`src/rtl/asrs_fu_scheduler_pkg.sv`:
```
// Shared constants for the add/sub functional-unit scheduler.
package asrs_fu_scheduler_pkg;

  localparam int DATA_W_DEF = 16;
  localparam int TAG_W_DEF  = 3;
  localparam int CDB_W_DEF  = TAG_W_DEF + DATA_W_DEF;
  localparam int OP_W       = 3;

  localparam logic [OP_W-1:0]      OP_ADD   = 3'b000;
  localparam logic [OP_W-1:0]      OP_SUB   = 3'b001;
  localparam logic [TAG_W_DEF-1:0] TAG_NONE = 3'b000;

endpackage

```
`src/rtl/asrs_fu_scheduler_arb.sv`:
```
// Round-robin picker: first requester at or after ptr, wrapping.
module rr_arbiter #(
  parameter int N  = 3,
  parameter int PW = $clog2(N)
) (
  input  logic [N-1:0]  req,
  input  logic [PW-1:0] ptr,
  input  logic          en,
  output logic [N-1:0]  gnt,
  output logic          any,
  output logic [PW-1:0] next_ptr
);

  // Scan N positions starting at ptr; the first hit wins and the pointer moves past it.
  always_comb begin
    int   idx;
    logic found;
    idx      = 0;
    found    = 1'b0;
    gnt      = '0;
    next_ptr = ptr;
    for (int k = 0; k < N; k++) begin
      idx = int'(ptr) + k;
      if (idx >= N) idx = idx - N;
      if (!found && req[idx]) begin
        found    = 1'b1;
        gnt[idx] = en;
        next_ptr = (idx == N - 1) ? '0 : PW'(idx + 1);
      end
    end
  end

  assign any = |req;

endmodule

```
`src/rtl/asrs_fu_scheduler.sv`:
```
// Shares one add/sub unit between NUM_RS reservation stations and
// holds each result until the CDB grants a broadcast.
module asrs_fu_scheduler
  import asrs_fu_scheduler_pkg::*;
#(
  parameter int NUM_RS = 3,
  parameter int LAT    = 2,
  parameter int DATA_W = DATA_W_DEF,
  parameter int TAG_W  = TAG_W_DEF
) (
  input  logic                     CLK,
  input  logic                     CLR,
  input  logic [NUM_RS-1:0]        rs_despacho,
  input  logic [NUM_RS*DATA_W-1:0] rs_valor1,
  input  logic [NUM_RS*DATA_W-1:0] rs_valor2,
  input  logic [NUM_RS*OP_W-1:0]   rs_op,
  input  logic [NUM_RS*TAG_W-1:0]  rs_id,
  output logic [NUM_RS-1:0]        rs_confirma,
  output logic                     cdb_req,
  input  logic                     cdb_gnt,
  output logic [TAG_W+DATA_W-1:0]  CDB,
  output logic                     busy,
  output logic                     err_tag0
);

  localparam int PW = $clog2(NUM_RS);

  // The mask is last cycle's grant; it is also what the stations see as confirma.
  logic [NUM_RS-1:0] mask;
  logic [PW-1:0]     ptr, next_ptr;
  logic [NUM_RS-1:0] gnt;
  logic              any, advance;

  logic [DATA_W-1:0] sel_a, sel_b;
  logic [OP_W-1:0]   sel_op;
  logic [TAG_W-1:0]  sel_tag;

  // Stage 0 is the entry stage; stage LAT-1 feeds the output register.
  logic [LAT-1:0]             vld_pipe;
  logic [LAT-1:0][DATA_W-1:0] a_pipe, b_pipe;
  logic [LAT-1:0][OP_W-1:0]   op_pipe;
  logic [LAT-1:0][TAG_W-1:0]  tag_pipe;

  logic              out_valid;
  logic [TAG_W-1:0]  out_tag;
  logic [DATA_W-1:0] out_data;
  logic [DATA_W-1:0] res;
  logic              last_tag0;

  assign advance = !out_valid || cdb_gnt;

  rr_arbiter #(.N(NUM_RS), .PW(PW)) u_arb (
    .req      (rs_despacho & ~mask),
    .ptr      (ptr),
    .en       (advance),
    .gnt      (gnt),
    .any      (any),
    .next_ptr (next_ptr)
  );

  // Route the winning station's operands to the pipe entry.
  always_comb begin
    sel_a   = '0;
    sel_b   = '0;
    sel_op  = '0;
    sel_tag = '0;
    for (int i = 0; i < NUM_RS; i++) begin
      if (gnt[i]) begin
        sel_a   = rs_valor1[i*DATA_W +: DATA_W];
        sel_b   = rs_valor2[i*DATA_W +: DATA_W];
        sel_op  = rs_op[i*OP_W +: OP_W];
        sel_tag = rs_id[i*TAG_W +: TAG_W];
      end
    end
  end

  // Final-stage ALU; carry and borrow fall off the top.
  assign res       = (op_pipe[LAT-1] == OP_SUB) ? a_pipe[LAT-1] - b_pipe[LAT-1]
                                                : a_pipe[LAT-1] + b_pipe[LAT-1];
  assign last_tag0 = (tag_pipe[LAT-1] == TAG_W'(TAG_NONE));

  // Pipe, output register, arbitration state and error flag; the whole pipe freezes on !advance.
  always_ff @(posedge CLK) begin
    if (CLR) begin
      mask      <= '0;
      ptr       <= '0;
      vld_pipe  <= '0;
      a_pipe    <= '0;
      b_pipe    <= '0;
      op_pipe   <= '0;
      tag_pipe  <= '0;
      out_valid <= 1'b0;
      out_tag   <= '0;
      out_data  <= '0;
      err_tag0  <= 1'b0;
    end else begin
      mask <= gnt;
      if (advance) begin
        ptr         <= any ? next_ptr : ptr;
        vld_pipe[0] <= any;
        a_pipe[0]   <= sel_a;
        b_pipe[0]   <= sel_b;
        op_pipe[0]  <= sel_op;
        tag_pipe[0] <= sel_tag;
        for (int s = 1; s < LAT; s++) begin
          vld_pipe[s] <= vld_pipe[s-1];
          a_pipe[s]   <= a_pipe[s-1];
          b_pipe[s]   <= b_pipe[s-1];
          op_pipe[s]  <= op_pipe[s-1];
          tag_pipe[s] <= tag_pipe[s-1];
        end
        // Tag-0 results are dropped here instead of being broadcast.
        out_valid <= vld_pipe[LAT-1] && !last_tag0;
        out_tag   <= tag_pipe[LAT-1];
        out_data  <= res;
        if (vld_pipe[LAT-1] && last_tag0) err_tag0 <= 1'b1;
      end
    end
  end

  assign rs_confirma = mask;
  assign cdb_req     = out_valid;
  assign CDB         = (out_valid && cdb_gnt) ? {out_tag, out_data} : '0;
  assign busy        = (|vld_pipe) || out_valid;

endmodule

```
`config.mk`:
```
export PLATFORM = sky130hd
export DESIGN_NAME = asrs_fu_scheduler
export DESIGN_NICKNAME = d
export VERILOG_FILES = /design/src/rtl/asrs_fu_scheduler_pkg.sv /design/src/rtl/asrs_fu_scheduler_arb.sv /design/src/rtl/asrs_fu_scheduler.sv
export SDC_FILE = /design/constraint.sdc
export NUM_CORES = 1
export LEC_CHECK = 0
export CAP_MARGIN = 20
export CORE_ASPECT_RATIO = 1.1
export CORE_UTILIZATION = 50
export DETAILED_ROUTE_END_ITERATION = 8
export PLACE_DENSITY = 0.9
export SETUP_SLACK_MARGIN = 0.3
export SLEW_MARGIN = 20
export SYNTH_ARGS = -nofsm -noshare
export SYNTH_HDL_FRONTEND = slang
export SYNTH_HIERARCHICAL = 1
export SYNTH_SLANG_ARGS = --single-unit
export TNS_END_PERCENT = 10
```
`constraint.sdc`:
```
create_clock -name CLK -period 3.9 [get_ports CLK]
set_input_delay 1.17 -clock CLK [delete_from_list [all_inputs] [get_ports CLK]]
set_output_delay 1.17 -clock CLK [all_outputs]
set_load 0.05 [all_outputs]
```
==> results of run 1 <==
## flip-flops by register name, indices dropped and copies added, names as in the netlist
signal       count
a_pipe          32
b_pipe          32
cdb_req          1
err_tag0         1
op_pipe          6
out_data        16
out_tag          3
ptr              2
rs_confirma      3
tag_pipe         6
vld_pipe         2
## kinds of logic after synthesis
family,count (synthesis)
AOI/OAI and AO/OA,249
xor gates and xnor gates,18
adders and majority gates,21
buffers and inverters,69
DFF,104
muxes,8
and+or+nand+nor,322
## cells in the mapped netlist, types with 6 or more instances
master	count	area (µm²)
a21o_1	8	60.06
nor2b_1	14	87.58
and3_1	23	143.9
nand2_1	218	818.3
clkbuf_1	54	202.7
nor3_1	7	35.03
mux2i_1	6	60.06
a211oi_1	6	45.04
inv_1	11	41.29
or3_1	6	37.54
dfxtp_1	104	2082
a22oi_1	37	277.8
xor2_1	9	78.83
o21ai_0	53	265.3
a21oi_1	109	545.5
nand3_1	9	45.04
nor2_1	21	78.83
a31oi_1	6	37.54
ha_1	20	250.2
xnor2_1	9	78.83
## how the worst min path moves through the flow
stage | to | slack [ns] | start | cells after the start
3_3_place_gp | out_tag[2]$_SDFFE_PP0N_ | 0.43 | out_tag[2]$_SDFFE_PP0N_ | 2
3_5_place_dp | out_tag[2]$_SDFFE_PP0N_ | 0.44 | out_tag[2]$_SDFFE_PP0N_ | 2
4_1_cts | out_tag[2]$_SDFFE_PP0N_ | 0.45 | out_tag[2]$_SDFFE_PP0N_ | 2
6_report | out_data[11]$_SDFFE_PP0N_ | 0.45 | out_data[11]$_SDFFE_PP0N_ | 2
2_1_floorplan | out_tag[2]$_SDFFE_PP0N_ | 0.43 | out_tag[2]$_SDFFE_PP0N_ | 2
5_1_grt | b_pipe[2]$_SDFFE_PP0N_ | 0.47 | b_pipe[2]$_SDFFE_PP0N_ | 2
## power by group through the flow
| stage | Combinational, µW | Clock [µW] | Sequential [µW] |
|---|---|---|---|
| floorplan | 2340 | 0 | 1510 |
| global placement | 3110 | 0 | 1500 |
| detailed placement | 3190 | 0 | 1500 |
| CTS | 3220 | 828 | 1480 |
| global route | 3650 | 860 | 1510 |
| finish | 3280 | 822 | 1490 |
## routing by layer
layer	track usage (%)	wire length, µm
met5	0	0
met4	8.169	317
met3	3.855	642
met2	45.61	7814
met1	31.82	6690
## worst max-delay path, cell delays in order
cell             delay (ns)
clkdlybuf4s50_1        0.45
nor2b_2                0.26
mux2i_1                0.18
o21ai_1                0.20
nand3_1                0.09
a21boi_2               0.17
a21boi_2               0.19
nor2b_2                0.24
buf_12                 0.19
a22oi_1                0.08
o21ai_0                0.22
nand2_1                0.10
a21oi_1                0.16
## layout make-up
type / instances / area (µm²) / share of cell area [%]
multi-input combinational: 618 / 3516 / 44.72
sequential: 104 / 2082 / 26.48
timing repair buffer: 159 / 1777 / 22.60
clock buffer: 11 / 242.7 / 3.087
tap: 147 / 183.9 / 2.339
inverter: 11 / 41.29 / 0.5251
clock inverter: 3 / 20.02 / 0.2546
## what timing repair did
action | in CTS | in global routing
endpoints found under the setup margin | 1 | 39
hold buffers | 0 | 0
pin swaps | 0 | 0
gates resized for setup | 1 | 8
## metrics by stage
step	std cells	total power (µW)	hold WS [ns]	setup TNS (ns)
after floorplan	791	3849	0.4274	0
after global placement	1039	4606	0.4347	0
after detailed placement	1039	4699	0.4400	-0.05779
after CTS	1053	5538	0.4474	0
after global routing	1053	6023	0.4673	0
final	1053	5587	0.4504	0
## placed cells by master (no fill, tap or decap), types with 5 or more instances in the layout
cell type	count
a22oi_1	37
buf_12	22
nor2b_1	7
mux2i_1	5
clkdlybuf4s50_1	124
xnor2_1	9
nor2_1	21
or3_1	6
nor2b_2	5
a211oi_1	6
ha_1	20
dfxtp_1	104
o21ai_0	50
a21oi_1	109
a21o_1	8
clkbuf_16	9
a31oi_1	6
buf_4	12
nand2_1	218
and3_1	23
xor2_1	9
nor3_1	7
inv_1	10
nand3_1	9
==> flow_summary.ini, run 1 <==
[outcome]
outcome = complete, no violations

[placement]
dpl_worst_slack_ns = -0.05382
io_buffers = 144
gp_congestion = 0.9404
postPlaceCellArea_mm2 = 0.007571
place_hpwl_um = 11310

[die]
pin_count = 145
dieArea_mm2 = 0.01207
core_region_area_mm2 = 0.01111
die_h_um = 115.1
die_width_um = 104.8
start_util_pct = 52.35
row_count = 40

[synthesis]
synth_warnings = 6
ys_seq_elements = 104
syn_inst = 791
synthSimpleGateAreaFrac_pct = 24.74
synth_adder_area_share_pct = 4.646
ys_types = 60
synth-xor-area-share_pct = 2.710
synth-main-ff-cell = dfxtp_1
seq_area_frac_synth_pct = 35.79
synth.area.mux_share_pct = 1.527
synth-edff-count = 0
syn-num-nets = 932
synth_area_mm2 = 0.005817
synthArstFlopShare_pct = 0
synth_compound_area_share_pct = 25.98
synth_top_family_by_area = compound AO/OA/AOI/OAI gates
syn_area_per_cell_um2 = 7.354

[clock_tree]
clock_latency_ns = 0.34
ctsLongestPathBuffers = 2
path_clk_slew_ns = 0.07
cts_root_buf = clkbuf_16
cts_num_sinks = 104
cts_tree = yes
htreeDepth = 3
cts-buffers-inserted = 9
cts_setup_buffers = 0

[critical_path]
path_max_fanout = 28
r2r_cells = 9
cp.required_ns = 4.17
crit_path_start_kind = primary input
r2r_end = out_data[12]$_SDFFE_PP0N_
endpoint = b_pipe[11]$_SDFFE_PP0N_
rrSetupSlack_ns = 0.58
endpoint_kind = register
crit_start = rs_despacho[0]
crit_arrival_ns = 3.72
reg2reg_from = op_pipe[3]$_SDFFE_PP0N_
worstSetupPathType = primary input to register

[final_layout]
area_growth_pct = 35.17
final_cell_area_mm2 = 0.007863
nets = 1044
fin_util_pct = 70.77
num-fill-cells = 871
antenna_cells = 0
drive_gt1_share_pct = 7.837

[pwr]
power_frac_seq_pct = 26.7
comb_power_share_pct = 58.6
clkPwrFrac_pct = 14.7
p_per_area_mw_per_mm2 = 710.6
p_int_uw = 3208
p_switching_uw = 2380
ir_drop_mv = 0.4177
switching_share_pct = 42.59
p_leak_uw = 0.003033

[global_route]
grt_antenna_before_repair = 0
grt_max_degree = 79
overflow = 0
grt_pass1_wl_um = 25110
grt_pass1_vias = 5446
grt_use_total_pct = 25.55

[drt]
detail-route-antenna-nets = 0
drtIter0Drc = 310
drc = 0
drt_wl_total_um = 15470
wl_per_cell_um = 14.69
drt-pass1-iter-count = 5
vias = 5951
viasPerCell = 5.651

[timing]
finalWorstSetupSlack_ns = 0.4501
fin_crit_sh_pct = 88.46
fin_worst_skew_ns = 0.003795
grt_setup_unrepaired = true
setup_viol = 0
worstMarginPinSlew_ns = 0.7859
hold_violations = 0
max_freq_ghz = 0.2899
slew_headroom_pct = 47.61
fin_crit_ns = 3.450
slew_violations = 0

[run]
drv_cap = 0

[hold_path]
holdCritPathClass = register to register
(Power assumes the default switching activity.)
==> run 2: changes to the inputs <==
--- a/config.mk
+++ b/config.mk
@@ -7,9 +7,9 @@
 export LEC_CHECK = 0
 export CAP_MARGIN = 20
 export CORE_ASPECT_RATIO = 1.1
-export CORE_UTILIZATION = 50
+export CORE_UTILIZATION = 54
 export DETAILED_ROUTE_END_ITERATION = 8
-export PLACE_DENSITY = 0.9
+export PLACE_DENSITY = 0.95
 export SETUP_SLACK_MARGIN = 0.3
 export SLEW_MARGIN = 20
 export SYNTH_ARGS = -nofsm -noshare
==> constraint.sdc (replaced) <==
create_clock -name CLK -period 4.5 [get_ports CLK]
set_input_delay 1.35 -clock CLK [delete_from_list [all_inputs] [get_ports CLK]]
set_output_delay 1.35 -clock CLK [all_outputs]
set_load 0.05 [all_outputs]
==> run 2 against run 1 <==
  * Via count is 2.7% higher
  * Non-clock buffer count is 6 lower
  * Worst setup slack better by 0.012 ns
  * Largest power group unchanged
  * Highest routed layer unchanged
==> flow_summary.ini, run 2 (synthesis gave the netlist of run 1 again) <==
[drt]
viasPerCell = 5.846
detail-route-antenna-nets = 0
drtIter0Drc = 393
drt-pass1-iter-count = 5
drc = 0
vias = 6109
wl_per_cell_um = 15.11
drt_wl_total_um = 15790

[clock_tree]
ctsLongestPathBuffers = 2
cts_num_sinks = 104
clock_latency_ns = 0.35
cts_root_buf = clkbuf_16
cts_setup_buffers = 0
cts.repair.resized = 0
path_clk_slew_ns = 0.07
cts_hold_repair.buffers = 0
htreeDepth = 3
cts_tree = yes
cts-buffers-inserted = 9

[global_route]
overflow = 0
grt_use_total_pct = 28.58
grt_antenna_before_repair = 0
grt_pass1_wl_um = 26080
grt_max_degree = 103
grt_pass1_vias = 5663

[placement]
io_buffers = 144
postPlaceCellArea_mm2 = 0.007508
gp_congestion = 0.9352
place_hpwl_um = 10900

[critical_path]
crit_arrival_ns = 2.69
crit_start = cdb_gnt
crit_path_start_kind = primary input
endpoint_kind = output port
path_max_fanout = 20
cp.required_ns = 3.15
reg2reg_from = b_pipe[18]$_SDFFE_PP0N_
worstSetupPathType = primary input to output port

[die]
core_region_area_mm2 = 0.01044
dieArea_mm2 = 0.01119
row_count = 39
pin_count = 145
die_width_um = 101.0
die_h_um = 110.9
start_util_pct = 55.70

[final_layout]
drive_gt1_share_pct = 7.206
seqCellArea_mm2 = 0.002082
layout_common_cells = 218 x nand2_1, 124 x clkdlybuf4s50_1, 109 x a21oi_1
num-fill-cells = 716
fin_util_pct = 75.11
final_common_cell = nand2_1
multi_input_area_mm2 = 0.003493
final_cell_area_mm2 = 0.007844
nets = 1038
area_growth_pct = 34.85
reg.largest.list = a_pipe: 32 flops, b_pipe: 32 flops, out_data: 16 flops
antenna_cells = 0

[timing]
fin_worst_skew_ns = 0.004751
fin_crit_sh_pct = 89.73
hold_violations = 0
slew_violations = 0
fin_crit_ns = 4.038
max_freq_ghz = 0.2477
setup_viol = 0
worstMarginPinSlew_ns = 1.025
whs_ns = 0.4510
tns_ns = 0
slew_headroom_pct = 31.65
grt_setup_unrepaired = false

[hold_path]
worstHoldStart = out_tag[2]$_SDFFE_PP0N_
holdCritPathClass = register to register

[run]
drv_cap = 0

[pwr]
ir_drop_mv = 0.4092
p_per_area_mw_per_mm2 = 637.4
p_leak_uw = 0.003033

[outcome]
outcome = complete, no violations
-- run 2: worst max-delay path, stage by stage --
cell             delay (ns)
clkdlybuf4s50_1        0.85
and3_1                 0.32
buf_12                 0.16
-- run 2: layout make-up --
| cell class | instances | area share [%] |
|---|---|---|
| Tap cell | 143 | 2.281 |
| Inverter | 11 | 0.5264 |
| Multi-Input combinational cell | 618 | 44.54 |
| Clock buffer | 11 | 3.095 |
| Sequential cell | 104 | 26.54 |
| Clock inverter | 5 | 1.101 |
| Timing Repair Buffer | 153 | 21.92 |
-- run 2: worst paths after layout --
kind,to,slack [ns],cells past startpoint
worst max-delay path,CDB[3],0.46,3
worst min-delay path,out_tag[2]$_SDFFE_PP0N_,0.45,2
worst max register to register,out_data[13]$_SDFFE_PP0N_,1.12,11
worst min register to register,out_tag[2]$_SDFFE_PP0N_,0.45,2
-- run 2: through the flow --
stage	setup slack, ns	total power (µW)	instances
floorplan	0.9050	3336	791
detailed placement	0.2599	4053	1029
global route	0.3287	5367	1045
CTS	0.4520	4950	1045
finish	0.4622	4999	1045
global placement	0.4372	3952	1029
-- run 2: layer usage --
metal  global-route usage (%)  wire length (µm)
met2                    47.53              7724
met3                    5.170               947
met5                        0                 0
met4                    12.17               531
met1                    35.96              6585
-- run 2: where the power goes --
group | switching, µW | internal, µW | total (µW)
Sequential | 144 | 1150 | 1290
Combinational | 1630 | 1210 | 2840
Clock | 355 | 509 | 864
Total | 2130 | 2870 | 5000
==> run 3: changes to the inputs <==
--- a/config.mk
+++ b/config.mk
@@ -7,9 +7,9 @@
 export LEC_CHECK = 0
 export CAP_MARGIN = 20
 export CORE_ASPECT_RATIO = 1.1
-export CORE_UTILIZATION = 54
+export CORE_UTILIZATION = 45
 export DETAILED_ROUTE_END_ITERATION = 8
-export PLACE_DENSITY = 0.95
+export PLACE_DENSITY = 0.86
 export SETUP_SLACK_MARGIN = 0.3
 export SLEW_MARGIN = 20
 export SYNTH_ARGS = -nofsm -noshare
==> constraint.sdc (replaced) <==
create_clock -name CLK -period 3.6 [get_ports CLK]
set_input_delay 1.08 -clock CLK [delete_from_list [all_inputs] [get_ports CLK]]
set_output_delay 1.08 -clock CLK [all_outputs]
set_load 0.05 [all_outputs]
==> run 3 against run 2 <==
  * Clock skew is 0.0010 ns higher
  * Critical path depth rose by 1
  * Die area grew 20%
  * Worst hold slack hardly changed
  * Design area increased by 4.0%
  * Critical path type unchanged
  * Largest cell class unchanged
==> flow_summary.ini, run 3 (synthesis gave the netlist of run 1 again) <==
[outcome]
outcome = complete, no violations

[timing]
worstMarginPinSlew_ns = 0.6292
slew_headroom_pct = 58.06
slew_violations = 0
tns_ns = 0
fin_crit_ns = 3.243
hold_violations = 0
whs_ns = 0.4507
fin_worst_skew_ns = 0.005768
max_freq_ghz = 0.3084
setup_viol = 0
grt_setup_unrepaired = true
fin_crit_sh_pct = 90.08

[die]
row_count = 43
die_width_um = 110.4
core_region_area_mm2 = 0.01259
die_h_um = 121.2
pin_count = 145
start_util_pct = 46.20
dieArea_mm2 = 0.01338

[final_layout]
area_growth_pct = 40.27
final_common_cell = nand2_1
drive_gt1_share_pct = 11.09
final_cell_area_mm2 = 0.008159
num-fill-cells = 1022
reg.largest.list = a_pipe: 32 flops, b_pipe: 32 flops, out_data: 16 flops
antenna_cells = 0
fin_cells = 1077
nets = 1056
layout_common_cells = 218 x nand2_1, 121 x clkdlybuf4s50_1, 104 x dfxtp_1

[clock_tree]
cts_tree = yes
cts-buffers-inserted = 9
ctsLongestPathBuffers = 2
cts_num_sinks = 104
htreeDepth = 3
path_clk_slew_ns = 0.07
cts_root_buf = clkbuf_16
cts_hold_repair.buffers = 0
clock_latency_ns = 0.35

[critical_path]
crit_arrival_ns = 2.16
path_max_fanout = 20
cp.required_ns = 2.52
worstSetupPathType = primary input to output port
r2r_end = out_data[12]$_SDFFE_PP0N_
crit_path_top_delay_cell = clkdlybuf4s50_1
crit_path_start_kind = primary input
slowest_delay_ns = 0.45
r2r_cells = 9
endpoint_kind = output port
rrSetupSlack_ns = 0.42
path_cells = clkdlybuf4s50_1 -> buf_4 -> and3_1 -> buf_12
reg2reg_from = op_pipe[3]$_SDFFE_PP0N_

[drt]
drt-pass1-iter-count = 4
drc = 0
vias = 6071
drt_wl_total_um = 16130
drtIter0Drc = 402
detail-route-antenna-nets = 0
viasPerCell = 5.637
wl_per_cell_um = 14.98

[global_route]
grt_pass1_wl_um = 25300
grt_max_degree = 103
grt_use_total_pct = 22.81
overflow = 0
grt_pass1_vias = 5464
grt_antenna_before_repair = 0

[placement]
gp_congestion = 0.8737
io_buffers = 144
placed_cells = 1054
place_hpwl_um = 10790
postPlaceCellArea_mm2 = 0.007649

[hold_path]
hold_end = out_tag[0]$_SDFFE_PP0N_
worstHoldStart = out_tag[0]$_SDFFE_PP0N_
worstHoldPathCells = 2
holdCritPathClass = register to register

[pwr]
p_int_uw = 3799
p_per_area_mw_per_mm2 = 814.7
switching_share_pct = 42.85
p_leak_uw = 0.003194
power_frac_seq_pct = 24.3
p_switching_uw = 2849
clkPwrFrac_pct = 14.2
comb_power_share_pct = 61.5
ir_drop_mv = 0.4359

[run]
drv_cap = 0
==> run 3: timing repair <==
| item | CTS | global route |
|---|---|---|
| gates resized for setup | 1 | 52 |
| setup endpoints to repair | 11 | 41 |
| cloned | 0 | 4 |
| setup buffers | 0 | 3 |
| pin swaps | 0 | 16 |
| hold endpoints to repair | 0 | 0 |
==> run 3: critical path: cells and delay by family <==
kind          cells  cell delay [ns]
simple gates      1             0.26
buf+inv           3             0.82
==> run 3: stage by stage <==
step	utilization, %	worst slack (ns)	total power, µW
2_1_floorplan	-	0.3301	4170
3_3_place_gp	60.75	-0.009849	5082
3_5_place_dp	60.75	-0.09416	5166
4_1_cts	63.00	0.2527	6147
5_1_grt	64.81	0.2540	7119
6_report	64.81	0.3571	6648
==> run 3: power groups by stage <==
stage	sequential, µW	combinational (µW)	clock, µW
after detailed placement	1630	3540	0
final	1610	4090	945
after global placement	1620	3460	0
after CTS	1610	3590	953
after global routing	1640	4480	1000
after floorplan	1640	2530	0
==> run 3: final cells by class <==
| type | count | area [µm²] | share of cell area (%) |
|---|---|---|---|
| multi-input cells | 618 | 3608 | 44.23 |
| flip-flops and latches | 104 | 2082 | 25.52 |
| repair buffers | 171 | 1948 | 23.88 |
| clock buffers | 11 | 242.7 | 2.975 |
| well taps | 157 | 196.4 | 2.408 |
| inverters | 11 | 41.29 | 0.5061 |
| clock inverters | 5 | 40.04 | 0.4907 |
==> run 3: worst max path at each step <==
| stage | startpoint | endpoint | slack (ns) |
|---|---|---|---|
| floorplan | rs_despacho[2] | tag_pipe[0]$_SDFFE_PP0N_ | 0.33 |
| global placement | rs_despacho[0] | b_pipe[9]$_SDFFE_PP0N_ | -0.01 |
| detailed placement | rs_despacho[0] | b_pipe[9]$_SDFFE_PP0N_ | -0.09 |
| CTS | rs_despacho[0] | b_pipe[9]$_SDFFE_PP0N_ | 0.25 |
| global route | b_pipe[18]$_SDFFE_PP0N_ | out_data[13]$_SDFFE_PP0N_ | 0.25 |
| finish | cdb_gnt | CDB[1] | 0.36 |
==> run 3: routing by layer <==
metal / GRT usage [%] / share of wire [%] / vias to the layer above
met3: 4.046 / 5.1 / 42
met4: 9.083 / 2.9 / 0
met2: 38.98 / 49 / 221
li1: - / - / 3016
met1: 28.52 / 43 / 2792
met5: 0 / 0 / -
